### src/rtl/blitter_pkg.sv
// rtl/blitter_pkg.sv - shared mode encodings, FSM states and screen defaults for sprite_blitter
package blitter_pkg;

  // Draw command encodings; the reserved code 3 is decoded as a clear
  localparam logic [1:0] MODE_SPRITE = 2'd0;
  localparam logic [1:0] MODE_FILL   = 2'd1;
  localparam logic [1:0] MODE_CLEAR  = 2'd2;

  // Default screen geometry and pixel format for the vga_adapter target
  localparam int SCREEN_W_DEF = 320;
  localparam int SCREEN_H_DEF = 240;
  localparam int COLOUR_W_DEF = 15;

  // Command sequencer states
  typedef enum logic [1:0] {
    IDLE  = 2'd0,
    RUN   = 2'd1,
    FLUSH = 2'd2,
    DONE  = 2'd3
  } state_e;

  // Both CLEAR and the reserved encoding scan the whole screen
  function automatic logic mode_is_clear(input logic [1:0] mode);
    return mode[1];
  endfunction

  // Only SPRITE mode takes its colour from the sprite ROM
  function automatic logic mode_is_sprite(input logic [1:0] mode);
    return mode == MODE_SPRITE;
  endfunction

endpackage

### src/rtl/blit_scan_counter.sv
// rtl/blit_scan_counter.sv - raster (cx,cy) counter with programmable extent and last-coordinate flag
module blit_scan_counter #(
  parameter int X_W = 9,
  parameter int Y_W = 8
) (
  input  logic           clk_i,
  input  logic           reset_i,
  input  logic           clear_i,
  input  logic           en_i,
  input  logic [X_W-1:0] w_max_i,
  input  logic [Y_W-1:0] h_max_i,
  output logic [X_W-1:0] cx_o,
  output logic [Y_W-1:0] cy_o,
  output logic           last_o
);

  logic [X_W-1:0] cx_q;
  logic [X_W-1:0] cx_d;
  logic [Y_W-1:0] cy_q;
  logic [Y_W-1:0] cy_d;
  logic           x_end;
  logic           y_end;

  assign x_end = (cx_q == w_max_i);
  assign y_end = (cy_q == h_max_i);

  // Next coordinate: cx runs fastest, wraps to the next row at the right edge
  always_comb begin
    cx_d = cx_q;
    cy_d = cy_q;
    if (clear_i) begin
      cx_d = '0;
      cy_d = '0;
    end else if (en_i) begin
      if (x_end) begin
        cx_d = '0;
        cy_d = y_end ? '0 : cy_q + 1'b1;
      end else begin
        cx_d = cx_q + 1'b1;
      end
    end
  end

  // Coordinate registers
  always_ff @(posedge clk_i) begin
    if (reset_i) begin
      cx_q <= '0;
      cy_q <= '0;
    end else begin
      cx_q <= cx_d;
      cy_q <= cy_d;
    end
  end

  assign cx_o   = cx_q;
  assign cy_o   = cy_q;
  assign last_o = x_end && y_end;

endmodule

### src/rtl/sprite_blitter.sv
// rtl/sprite_blitter.sv - sprite/rect/clear blitter streaming one clipped pixel per cycle to vga_adapter (optional SPRITE_BLITTER_TRANSPARENT_EN)
module sprite_blitter
  import blitter_pkg::*;
#(
  parameter int X_W        = 9,
  parameter int Y_W        = 8,
  parameter int COLOUR_W   = COLOUR_W_DEF,
  parameter int SCREEN_W   = SCREEN_W_DEF,
  parameter int SCREEN_H   = SCREEN_H_DEF,
  parameter int SPR_W_LOG2 = 4,
  parameter int SPR_H_LOG2 = 4,
  parameter int ID_W       = 2,
  parameter int TRANSP_KEY = 0
) (
  input  logic                                  clk_i,
  input  logic                                  reset_i,
  input  logic                                  start_i,
  input  logic [1:0]                            mode_i,
  input  logic [X_W-1:0]                        pos_x_i,
  input  logic [Y_W-1:0]                        pos_y_i,
  input  logic [ID_W-1:0]                       sprite_id_i,
  input  logic [COLOUR_W-1:0]                   fill_colour_i,
  output logic                                  busy_o,
  output logic                                  done_o,
  output logic [ID_W+SPR_H_LOG2+SPR_W_LOG2-1:0] rom_addr_o,
  input  logic [COLOUR_W-1:0]                   rom_data_i,
  output logic [X_W-1:0]                        vga_x_o,
  output logic [Y_W-1:0]                        vga_y_o,
  output logic [COLOUR_W-1:0]                   vga_colour_o,
  output logic                                  vga_plot_o
);

  // Scan extents expressed as last index, plus clip limits one bit wider than the coordinates
  localparam logic [X_W-1:0]      SPR_W_MAX = X_W'((1 << SPR_W_LOG2) - 1);
  localparam logic [Y_W-1:0]      SPR_H_MAX = Y_W'((1 << SPR_H_LOG2) - 1);
  localparam logic [X_W-1:0]      SCR_W_MAX = X_W'(SCREEN_W - 1);
  localparam logic [Y_W-1:0]      SCR_H_MAX = Y_W'(SCREEN_H - 1);
  localparam logic [X_W:0]        SCR_W_LIM = (X_W+1)'(SCREEN_W);
  localparam logic [Y_W:0]        SCR_H_LIM = (Y_W+1)'(SCREEN_H);
  localparam logic [COLOUR_W-1:0] KEY       = COLOUR_W'(TRANSP_KEY);

`ifdef SPRITE_BLITTER_TRANSPARENT_EN
  localparam logic TRANSP_EN = 1'b1;
`else
  localparam logic TRANSP_EN = 1'b0;
`endif

  // Command sequencer and latched command
  state_e              state_q;
  logic                flush_q;
  logic [1:0]          mode_q;
  logic [X_W-1:0]      pos_x_q;
  logic [Y_W-1:0]      pos_y_q;
  logic [ID_W-1:0]     id_q;
  logic [COLOUR_W-1:0] fill_q;
  logic                busy_q;
  logic                done_q;

  // Scan counter interface
  logic                accept;
  logic                running;
  logic                clear_mode;
  logic                sprite_mode;
  logic [X_W-1:0]      w_max;
  logic [Y_W-1:0]      h_max;
  logic [X_W-1:0]      cx;
  logic [Y_W-1:0]      cy;
  logic                scan_last;

  // S0: screen coordinate and clip decision for the issued (cx,cy)
  logic [X_W:0]        px_full;
  logic [Y_W:0]        py_full;
  logic                in_bounds;

  // Stage registers: s0 aligns with the ROM read, s1 holds the chosen colour
  logic                v0_q;
  logic [X_W-1:0]      x0_q;
  logic [Y_W-1:0]      y0_q;
  logic                spr0_q;
  logic                transp;
  logic                v1_q;
  logic [X_W-1:0]      x1_q;
  logic [Y_W-1:0]      y1_q;
  logic [COLOUR_W-1:0] c1_q;

  // S2: outputs to vga_adapter
  logic                plot_q;
  logic [X_W-1:0]      vga_x_q;
  logic [Y_W-1:0]      vga_y_q;
  logic [COLOUR_W-1:0] vga_c_q;

  assign accept      = (state_q == IDLE) && start_i;
  assign running     = (state_q == RUN);
  assign clear_mode  = mode_is_clear(mode_q);
  assign sprite_mode = mode_is_sprite(mode_q);
  assign w_max       = clear_mode ? SCR_W_MAX : SPR_W_MAX;
  assign h_max       = clear_mode ? SCR_H_MAX : SPR_H_MAX;

  blit_scan_counter #(
    .X_W (X_W),
    .Y_W (Y_W)
  ) u_scan (
    .clk_i   (clk_i),
    .reset_i (reset_i),
    .clear_i (accept),
    .en_i    (running),
    .w_max_i (w_max),
    .h_max_i (h_max),
    .cx_o    (cx),
    .cy_o    (cy),
    .last_o  (scan_last)
  );

  // Command FSM: latch on accept, scan, drain two pipeline stages, pulse done
  always_ff @(posedge clk_i) begin
    if (reset_i) begin
      state_q <= IDLE;
      flush_q <= 1'b0;
      mode_q  <= MODE_SPRITE;
      pos_x_q <= '0;
      pos_y_q <= '0;
      id_q    <= '0;
      fill_q  <= '0;
      busy_q  <= 1'b0;
      done_q  <= 1'b0;
    end else begin
      done_q <= 1'b0;
      case (state_q)
        IDLE: begin
          if (start_i) begin
            mode_q  <= mode_i;
            pos_x_q <= pos_x_i;
            pos_y_q <= pos_y_i;
            id_q    <= sprite_id_i;
            fill_q  <= fill_colour_i;
            busy_q  <= 1'b1;
            state_q <= RUN;
          end
        end
        RUN: begin
          if (scan_last) begin
            flush_q <= 1'b0;
            state_q <= FLUSH;
          end
        end
        FLUSH: begin
          flush_q <= 1'b1;
          if (flush_q) begin
            state_q <= DONE;
          end
        end
        DONE: begin
          done_q  <= 1'b1;
          busy_q  <= 1'b0;
          state_q <= IDLE;
        end
        default: state_q <= IDLE;
      endcase
    end
  end

  // Clear ignores the position; sprite/fill add the offset at one extra bit so overflow clips
  always_comb begin
    px_full = '0;
    py_full = '0;
    if (clear_mode) begin
      px_full = {1'b0, cx};
      py_full = {1'b0, cy};
    end else begin
      px_full = {1'b0, pos_x_q} + {1'b0, cx};
      py_full = {1'b0, pos_y_q} + {1'b0, cy};
    end
    in_bounds = (px_full < SCR_W_LIM) && (py_full < SCR_H_LIM);
  end

  assign rom_addr_o = {id_q, cy[SPR_H_LOG2-1:0], cx[SPR_W_LOG2-1:0]};

  // S0 register: travels alongside the synchronous ROM read
  always_ff @(posedge clk_i) begin
    if (reset_i) begin
      v0_q   <= 1'b0;
      x0_q   <= '0;
      y0_q   <= '0;
      spr0_q <= 1'b0;
    end else begin
      v0_q   <= running && in_bounds;
      x0_q   <= px_full[X_W-1:0];
      y0_q   <= py_full[Y_W-1:0];
      spr0_q <= sprite_mode;
    end
  end

  // Transparent sprite texels are dropped like clipped ones so timing is unchanged
  assign transp = TRANSP_EN && spr0_q && (rom_data_i == KEY);

  // S1 register: pick ROM data or the fill colour
  always_ff @(posedge clk_i) begin
    if (reset_i) begin
      v1_q <= 1'b0;
      x1_q <= '0;
      y1_q <= '0;
      c1_q <= '0;
    end else begin
      v1_q <= v0_q && !transp;
      x1_q <= x0_q;
      y1_q <= y0_q;
      c1_q <= spr0_q ? rom_data_i : fill_q;
    end
  end

  // S2 register: vga outputs hold their last value whenever nothing is plotted
  always_ff @(posedge clk_i) begin
    if (reset_i) begin
      plot_q  <= 1'b0;
      vga_x_q <= '0;
      vga_y_q <= '0;
      vga_c_q <= '0;
    end else begin
      plot_q <= v1_q;
      if (v1_q) begin
        vga_x_q <= x1_q;
        vga_y_q <= y1_q;
        vga_c_q <= c1_q;
      end
    end
  end

  assign busy_o       = busy_q;
  assign done_o       = done_q;
  assign vga_plot_o   = plot_q;
  assign vga_x_o      = vga_x_q;
  assign vga_y_o      = vga_y_q;
  assign vga_colour_o = vga_c_q;

endmodule

### config.mk
export PLATFORM = sky130hd
export DESIGN_NAME = sprite_blitter
export DESIGN_NICKNAME = d
export VERILOG_FILES = /design/src/rtl/blitter_pkg.sv /design/src/rtl/blit_scan_counter.sv /design/src/rtl/sprite_blitter.sv
export SDC_FILE = /design/constraint.sdc
export NUM_CORES = 1
export LEC_CHECK = 0
export ABC_AREA = 1
export BUFFER_PORTS_ARGS = -buffer_cell sky130_fd_sc_hd__buf_2
export CORE_ASPECT_RATIO = 0.7
export CORE_MARGIN = 10
export CORE_UTILIZATION = 37
export CTS_CLUSTER_DIAMETER = 80
export DETAILED_ROUTE_END_ITERATION = 10
export GPL_TIMING_DRIVEN = 0
export MAX_ROUTING_LAYER = met4
export SLEW_MARGIN = 20
export SYNTH_ARGS = -nofsm -noshare
export SYNTH_HDL_FRONTEND = slang
export SYNTH_HIERARCHICAL = 1
export SYNTH_SLANG_ARGS = --single-unit
### constraint.sdc
create_clock -name clk_i -period 2.6 [get_ports clk_i]
set_input_delay 0.26 -clock clk_i [delete_from_list [all_inputs] [get_ports clk_i]]
set_output_delay 0.26 -clock clk_i [all_outputs]
set_load 0.05 [all_outputs]
==> metrics.md, run 1 <==
| Metric | Value |
|---|---|
| Status | finished clean |
| Port Buffers | 98 |
| Tmin final | roughly 2300 ps |
| Setup TNS Final | 0 ps |
| Gr usage total | between 10 and 15% |
| Crit-path max FO | 10 |
| Number of synthesis warnings | 6 |
| Commonest non-fill, non-tap cell in the layout | nor2_1 |
| P per Cell Area | a little over 900 nW/um^2 |
| FF-to-FF Start | state_q[0] |
| CP arrival | between 2000 and 3000 ps |
| FP Rows | 39 |
| Max-cap violations | 0 |
| Leakage power | between 3 and 4 nW |
| Final setup violation count | 0 |
| Register area share after synthesis | between 40% and 50% |
| Crit path from | state_q[0] |
| Initial Util | roughly 38% |
| First-pass GRT wire length | between 20000 and 30000 um |
| Slowest CP cell | buf_1 |
| Synth cell types | 41 |
| Antenna fix cells | 0 |
| CP Launch Type | register |
| Full die area | between 20000 and 25000 sq um |
| Vias post-DR | 5332 |
| Multi-input gate area | approximately 2900 sq um |
| Post-Synth Adder-Cell Area | between 5 and 6% |
| Worst-path clk slew | about 60 ps |
| Core footprint | around 16000 sq um |
| Initial antenna violation count | 0 |
| Mux cell area share after synthesis | 0% |
| Setup Skew | 9.30 ps |
| Fmax | approximately 440 MHz |
| Synth top area share | 46.0% |
| Grt total ovfl | 0 |
| Met3 wire len | ~800 um |
| Post-Synth XOR/XNOR Area | between 3 and 4% |
| Worst-Margin Slew | around 740 ps |
| Clock Latency Late Sink | between 400 and 500 ps |
| Hold Fails Final Rpt | 0 |
| Commonest non-fill, non-tap cells in the layout | 234 x nor2_1, 143 x dfxtp_1, 108 x nand2_1 |
| RSZ-0062 raised after global routing | no |
| Vias per Instance | 4.41 |
| Routed WL | approximately 16000 um |
| Clock buffer depth | 2 |
| Simple-gate share of the synthesized area | between 20% and 30% |
| Crit. End Element | register |
| Worst rel slew slack | ~50% |
| Ranking of synthesized cells by area | dfxtp_1 46%, nor2_1 14%, o21ai_0 7.4%, nand2_1 6.5%, inv_1 4.9% |
| H-tree Lvls | 4 |
| Layout Nets | 1051 |
| Yosys reg bits | 143 |
| DR iter-0 viols | roughly 280 |
| Maximum vdd ir drop | around 400 uV |
| I/O Pins | slightly below 100 |
| Largest net degree at the start of global routing | 17 |
| Crit-path leading delay family | buffers and inverters |
| First-pass DRT Iterations | 5 |
| DRC | 0 |
| Syn Area/Cell | ~7.4 sq um |
| Vias in the first global route | 5105 |
| Complex-gate fraction of the synthesized area | 10.2% |
| Synthesized cell area | between 6000 and 7000 sq um |
| Cells after synthesis | between 800 and 900 |
| Max incr delay on CP | about 400 ps |
| DP HPWL | ~12000 um |
| Top cell type by total area after synthesis | dfxtp_1 |
| DR WL met2 | between 6000 and 7000 um |
| # fillers | approximately 1700 |
| P&R area growth vs syn | 22.9% |
| Share of post-route cells with drive strength above 1 | 16.3% |
| Root Buffer | clkbuf_16 |
| WS Path Type | register to register |
| Fin crit share | 88.3% |
| Register Area | 2860 sq um |
| CP required | roughly 2900 ps |
| CTS hold repair buffers | 0 |
| Postcts setup bufs | 0 |
| Min-delay worst type | input port to register |
| Final ANT Viol Nets | 0 |
| Critical path buffer and inverter count | 4 |
| CTS tree | yes |
| Hold Slack | just over 80 ps |
| Max Used Layer | met4 |
| TritonCTS Buffers | 17 |
| Drt wl/cell | ~13 um |
| WL met1 | between 8000 and 9000 um |
| Die Ht | between 100 and 150 um |
| Slew Limit Fails | 0 |
| CTS Sinks | roughly 140 |
| Final RePlAce weighted congestion | 0.892 |
| Hold Path Origin | fill_colour_i[7] |
| Critical Path, Cell by Cell | inv_1 -> ha_1 -> nand2_1 -> clkinv_1 -> buf_1 -> nor2_4 -> nand2_4 -> buf_6 -> nor3_1 |
| Die X | 175 um |
| Largest family of logic cells by synthesized area | simple AND/OR/NAND/NOR gates |
==> worst register-to-register path: cells and delay by family, from the launching register on <==
kind / cells / cell delay [ps]
flops: 1 / 370
fa+ha+maj: 1 / 240
buf+inv: 4 / 880
simple gates: 4 / 740
==> kinds of logic (layout without fill, tap and decap cells) <==
kind of cell | Yosys count | after routing
xor+xnor | 26 | 26
simple gates | 409 | 409
buf+inv | 118 | 248
compound gates | 120 | 120
fa+ha+maj | 25 | 25
flops | 143 | 143
other cells | 2 | 14
==> layer usage <==
layer,up-vias,track usage [%]
met4,0,4.77
met2,103,21.1
met1,2321,19.7
met5,-,-
met3,16,3.77
li1,2892,-
==> timing repair <==
item	CTS	global route
endpoints found under the hold margin	0	0
gates resized for setup	0	1
setup endpoints to repair	0	4
==> Yosys cell counts <==
master,instances
a211o_1,1
a211oi_1,1
a21oi_1,16
a21oi_2,3
a21oi_4,1
and2_4,1
buf_1,6
buf_2,2
buf_4,1
buf_6,1
clkbuf_1,21
clkbuf_2,1
clkbuf_8,1
clkinv_1,1
conb_1,2
dfxtp_1,143
fa_1,2
ha_1,23
inv_1,82
inv_2,2
nand2_1,108
nand2_2,5
nand2_4,1
nand3_1,29
nand3_2,1
nand3_4,1
nand3b_1,2
nand4_1,8
nor2_1,234
nor2_2,3
nor2_4,2
nor3_1,6
o211ai_1,1
o21ai_0,92
o21ai_1,4
o21bai_1,1
or2_0,1
or2_1,1
or2_2,6
xnor2_1,17
xor2_1,9
==> power breakdown <==
part	switching, mW	internal [mW]	total [mW]
sequential	0.226	2.60	2.82
combinational	1.20	0.554	1.75
clock	1.02	1.45	2.48
==> metrics by stage <==
stage	setup slack, ps	util, %	std cells	cell area (sq um)	power [mW]
after floorplan	435	-	855	6270	4.12
after global placement	208	42.9	1178	7040	4.59
after detailed placement	153	42.9	1178	7040	4.62
after CTS	155	46.6	1210	7640	7.10
after global routing	70.2	46.6	1210	7650	7.48
final	305	46.6	1210	7650	7.05
==> sequential cells by signal, summed over array words and instances, names as in the netlist, 9 cells and up <==
register,flops
c1_q,15
fill_q,15
vga_colour_o,15
pos_x_q,9
u_scan/cx_o,9
vga_x_o,9
x0_q,9
x1_q,9
==> worst paths after layout <==
kind	end	slack [ps]	cells past startpoint
hold / removal	fill_q[7]	80	3
hold reg to reg	y1_q[5]	400	2
setup / recovery	u_scan/cx_o[2]	300	9
setup reg to reg	u_scan/cx_o[2]	300	9
==> cell type report <==
cell class	count	share of cell area, %
flip-flops and latches	143	37.4
plain buffers	33	1.95
inverters	85	4.17
repair buffers	98	6.41
well taps	225	3.68
clock inverters	14	2.29
clock buffers	18	5.61
multi-input cells	594	38.5
(Power assumes the default switching activity.)
==> inputs of run 2 (changes only) <==
Settings changed: CELL_PAD_IN_SITES_DETAIL_PLACEMENT set to 1, CELL_PAD_IN_SITES_GLOBAL_PLACEMENT set to 1, PLACE_DENSITY_LB_ADDON set to 0.1.
==> run 2 against run 1 <==
Effect of this change: critical endpoint unchanged; clock power increased by 3%; sequential cell count did not move; global-route usage up 3.3 points; sequential share of layout area hardly changed; highest routed layer unchanged.
==> metrics.md, run 2 (synthesized netlist as in run 1, its figures left out) <==
| Metric | Value |
|---|---|
| Status | finished clean |
| Clock buffer depth | 2 |
| Worst Hold Depth | 3 |
| First-pass DRT Iterations | 5 |
| First-pass GRT wire length | 31300 um |
| Fin crit share | 90.7% |
| Hold Fails Final Rpt | 0 |
| DRC | 0 |
| Routed WL | about 19000 um |
| TritonCTS Buffers | 17 |
| Core footprint | about 16000 sq um |
| Initial Util | between 30% and 40% |
| Vias in the first global route | just under 6000 |
| Setup Skew | about 7.5 ps |
| FP Rows | 39 |
| Postcts setup bufs | 0 |
| Root Buffer | clkbuf_16 |
| Number of cells after detailed placement | about 1200 |
| Vias post-DR | around 5600 |
| P per Cell Area | ~940 nW/um^2 |
| CP arrival | between 2000 and 3000 ps |
| FF-to-FF Start | state_q[0] |
| CP Launch Type | register |
| Setup TNS Final | 0 ps |
| DR iter-0 viols | about 220 |
| I/O Pins | approximately 100 |
| Max-cap violations | 0 |
| Worst rel slew slack | 53.5% |
| P&R area growth vs syn | 23.0% |
| H-tree Lvls | 4 |
| Clock Latency Late Sink | approximately 420 ps |
| Min-delay worst type | input port to register |
| Share of post-route cells with drive strength above 1 | about 16% |
| Commonest non-fill, non-tap cells in the layout | 234 x nor2_1, 143 x dfxtp_1, 108 x nand2_1 |
| Commonest non-fill, non-tap cell in the layout | nor2_1 |
| Fmax | 424 MHz |
| Slew Limit Fails | 0 |
| Die Ht | ~130 um |
| Hold Path Origin | rom_data_i[8] |
| Gr usage total | ~18% |
| Largest net degree at the start of global routing | 17 |
| Crit. End Element | register |
| Worst-case reg-to-reg path depth | 9 |
| Crit-path max FO | 10 |
| Layout Nets | ~1100 |
| DP HPWL | 14400 um |
| Non-Filler Instances | roughly 1200 |
| Tmin final | 2360 ps |
| Hold Path End | c1_q[8] |
| Final worst setup slack | around 240 ps |
| Full die area | 22500 sq um |
| Final setup violation count | 0 |
| Layout Utilization | a little under half |
| CTS tree | yes |
| CTS Sinks | between 100 and 150 |
| Worst-path clk slew | ~60 ps |
| # fillers | roughly 2100 |
| Grt total ovfl | 0 |
| Leakage power | 3.77 nW |
| Final RePlAce weighted congestion | roughly 0.84 |
| Reg2reg setup slack | roughly 240 ps |
| Maximum vdd ir drop | 452 uV |
| Antenna fix cells | 0 |
| CP required | 2940 ps |
| Port Buffers | 98 |
| RSZ-0062 raised after global routing | no |
| Die X | approximately 170 um |
| Worst r2r dst | u_scan/cx_o[2] |
| Pre-CTS worst setup slack | 83.9 ps |
| Vias per Instance | 4.67 |
| Drt wl/cell | 15.8 um |
| Initial antenna violation count | 0 |
| WS Path Type | register to register |
| Final ANT Viol Nets | 0 |
| Worst-Margin Slew | between 600 and 700 ps |
run 2: changes by cell type in the layout (fill, tap and decap cells not counted):
cell / delta
clkinv_8: -1
inv_8: -2
bufinv_16: +1
clkbuf_1: +1
inv_6: +1
run 2: per-stage QoR:
step / hold WS [ps] / power (mW) / cell area, sq um
after floorplan: 388 / 4.12 / 6270
after global placement: 397 / 4.65 / 7040
after detailed placement: 400 / 4.69 / 7040
after CTS: 46.8 / 7.27 / 7650
after global routing: 59.9 / 7.65 / 7650
final: 64.9 / 7.20 / 7650
run 2: area by class of cell:
type,count,area [sq um],share of cell area (%)
Multi-Input combinational cell,594,2940,38.4
Clock buffer,19,433,5.66
Clock inverter,13,175,2.29
Sequential cell,143,2860,37.4
Inverter,85,319,4.17
Timing Repair Buffer,98,490,6.41
Tap cell,225,282,3.68
Buffer,33,149,1.95
run 2: worst max-delay path by stage:
stage,from,endpoint,cells past startpoint
final,state_q[0],u_scan/cx_o[2],9
after global routing,mode_q[1],state_q[1],10
after CTS,state_q[0],u_scan/cx_o[2],9
after detailed placement,state_q[0],u_scan/cx_o[2],9
after global placement,state_q[0],u_scan/cx_o[1],9
after floorplan,u_scan/cx_o[0],v0_q,13
run 2: worst max-delay path, stage by stage (launching register included):
cell and delay (ps):
dfxtp_1 370, inv_1 100, ha_1 240, nand2_1 100, clkinv_1 260, buf_1 410, nor2_4 380, nand2_4 110
buf_6 160, nor3_1 140
run 2: what timing repair did:
| item | CTS | global route |
|---|---|---|
| gates resized for setup | 0 | 1 |
| endpoints found under the setup margin | 0 | 13 |
| hold buffers | 0 | 0 |
run 2: where the power goes:
group,switching (mW),internal (mW)
clock network,1.02,1.53
registers,0.234,2.60
logic,1.26,0.557
run 2: metal layers:
| metal | global-route usage, % | vias up | routed length, um | share of wire [%] |
|---|---|---|---|---|
| met4 | 4.13 | 0 | 155 | 0.81 |
| met2 | 27.8 | 101 | 8380 | 44 |
| met1 | 23.5 | 2651 | 9810 | 51 |
| met5 | - | - | 0 | 0 |
| met3 | 3.97 | 11 | 783 | 4.1 |
| li1 | - | 2882 | - | - |
==> inputs of run 3 (changes only) <==
Settings changed: BUFFER_PORTS_ARGS -buffer_cell sky130_fd_sc_hd__buf_2 to unset, DONT_BUFFER_PORTS set to 1.
==> run 3 against run 2 <==
Effect of this change: fmax barely moved; first-iteration DRC count increased by 26%; critical path depth unchanged; power is 2.3% lower; core utilization fell by 1.9 points; critical endpoint is now u_scan/cx_o[1]; clock-buffer cell count fell by 1.
==> metrics.md, run 3 (synthesized netlist as in run 1, its figures left out) <==
| Metric | Value |
|---|---|
| WS Path Type | register to register |
| Initial antenna violation count | 0 |
| Core footprint | 16400 sq um |
| WL met1 | between 9000 and 10000 um |
| CP arrival | around 2700 ps |
| Crit. End Element | register |
| DR iter-0 viols | ~280 |
| Root Buffer | clkbuf_16 |
| Number of cells after detailed placement | between 1000 and 1500 |
| Gr usage total | approximately 18% |
| Share of post-route cells with drive strength above 1 | 7.61% |
| Hold Fails Final Rpt | 0 |
| Final ANT Viol Nets | 0 |
| # fillers | 2084 |
| Postcts setup bufs | 0 |
| CTS tree | yes |
| Full die area | approximately 22000 sq um |
| Grt total ovfl | 0 |
| Setup TNS Final | 0 ps |
| CP Launch Type | register |
| Max Used Layer | met4 |
| Initial Util | a little under two fifths |
| Fmax | between 400 and 500 MHz |
| Layout Nets | 973 |
| Commonest non-fill, non-tap cell in the layout | nor2_1 |
| Crit-path max FO | 10 |
| TritonCTS Buffers | 17 |
| Non-Filler Instances | approximately 1100 |
| Largest net degree at the start of global routing | 17 |
| Worst rel slew slack | around half |
| Final setup violation count | 0 |
| Clock buffer depth | 2 |
| Max-cap violations | 0 |
| Routed WL | slightly below 20000 um |
| Die X | between 150 and 200 um |
| FP Rows | 39 |
| Worst-path clk slew | around 70 ps |
| Slew Limit Fails | 0 |
| DP HPWL | between 10000 and 15000 um |
| Leakage power | approximately 3.4 nW |
| I/O Pins | 99 |
| H-tree Lvls | 4 |
| Drt wl/cell | 17.0 um |
| Min-delay worst type | input port to register |
| Antenna fix cells | 0 |
| Final RePlAce weighted congestion | between 0.8 and 0.9 |
| Maximum vdd ir drop | ~340 uV |
| First-pass DRT Iterations | 4 |
| Met3 wire len | 939 um |
| Fin crit share | 90.6% |
| P per Cell Area | between 900 and 1000 nW/um^2 |
| CP required | 2940 ps |
| Vias post-DR | 5428 |
| Tmin final | ~2400 ps |
| Clock Latency Late Sink | 430 ps |
| Vias in the first global route | between 5000 and 6000 |
| Worst-Margin Slew | about 770 ps |
| Status | finished clean |
| P&R area growth vs syn | 18.0% |
| Vias per Instance | ~4.8 |
| CTS Sinks | roughly 140 |
| First-pass GRT wire length | just over 30000 um |
| RSZ-0062 raised after global routing | no |
| Setup Skew | approximately 7.4 ps |
| Hold Slack | roughly 9.4 ps |
| DRC | 0 |
| Die Ht | 128 um |
| DR WL met2 | 8820 um |
| Port Buffers | 0 |
| Commonest non-fill, non-tap cells in the layout | 234 x nor2_1, 139 x dfxtp_1, 108 x nand2_1 |
[run 3: cell types whose count changed in the layout (fill, tap and decap cells not counted), moves of 2 or more]
cell	delta
dlygate4sd3_1	+20
clkbuf_1	-2
buf_2	-98
dfxtp_1	-4
inv_8	+2
dfxtp_2	+4
bufinv_16	-2
[run 3: power breakdown]
| part | switching (mW) | internal [mW] |
|---|---|---|
| Sequential | 0.560 | 2.60 |
| Combinational | 0.934 | 0.493 |
| Clock | 1.07 | 1.38 |
| Total | 2.56 | 4.47 |
[run 3: timing repair]
| action | in CTS | in global routing |
|---|---|---|
| gates resized for setup | 1 | 5 |
| hold buffers | 18 | 2 |
| pin swaps | 0 | 0 |
| hold endpoints to repair | 18 | 2 |
| endpoints found under the setup margin | 1 | 6 |
[run 3: worst paths after layout]
check              from              to  cells after the start  slack (ps)
max reg2reg  state_q[0]  u_scan/cx_o[1]                      9         240
min reg2reg        v0_q            v1_q                      2         410
max          state_q[0]  u_scan/cx_o[1]                      9         240
min          pos_y_i[4]      pos_y_q[4]                      2           9
[run 3: metal layers]
layer  track usage [%]  vias to the layer above
met4              4.77                        0
met2              28.4                       91
met3              4.24                       16
met1              22.8                     2591
li1                  -                     2730
met5                 -                        -
[run 3: critical path, cell delays in order (launching register included)]
cell	delay, ps
dfxtp_1	370
inv_1	90
ha_1	240
nand2_1	120
clkinv_1	330
clkbuf_2	360
nor2_4	330
nand2_4	110
buf_6	160
nor3_1	160
[run 3: final cells by class]
type | count | area, sq um | area share (%)
multi-input cells | 594 | 2940 | 40.1
flip-flops and latches | 143 | 2870 | 39.0
clock buffers | 18 | 439 | 5.98
inverters | 85 | 319 | 4.34
well taps | 225 | 282 | 3.83
repair buffers | 20 | 200 | 2.73
plain buffers | 33 | 150 | 2.04
clock inverters | 14 | 145 | 1.98
[run 3: through the flow]
| stage | setup slack [ps] | utilization, % | power (mW) | instance area (sq um) |
|---|---|---|---|---|
| 6_report | 244 | 44.8 | 7.03 | 7340 |
| 5_1_grt | 40.9 | 44.8 | 7.48 | 7340 |
| 4_1_cts | 15.9 | 44.6 | 7.09 | 7320 |
| 3_5_place_dp | 1.76 | 39.9 | 4.60 | 6550 |
| 3_3_place_gp | 87.1 | 39.9 | 4.51 | 6550 |
| 2_1_floorplan | 435 | - | 4.12 | 6270 |
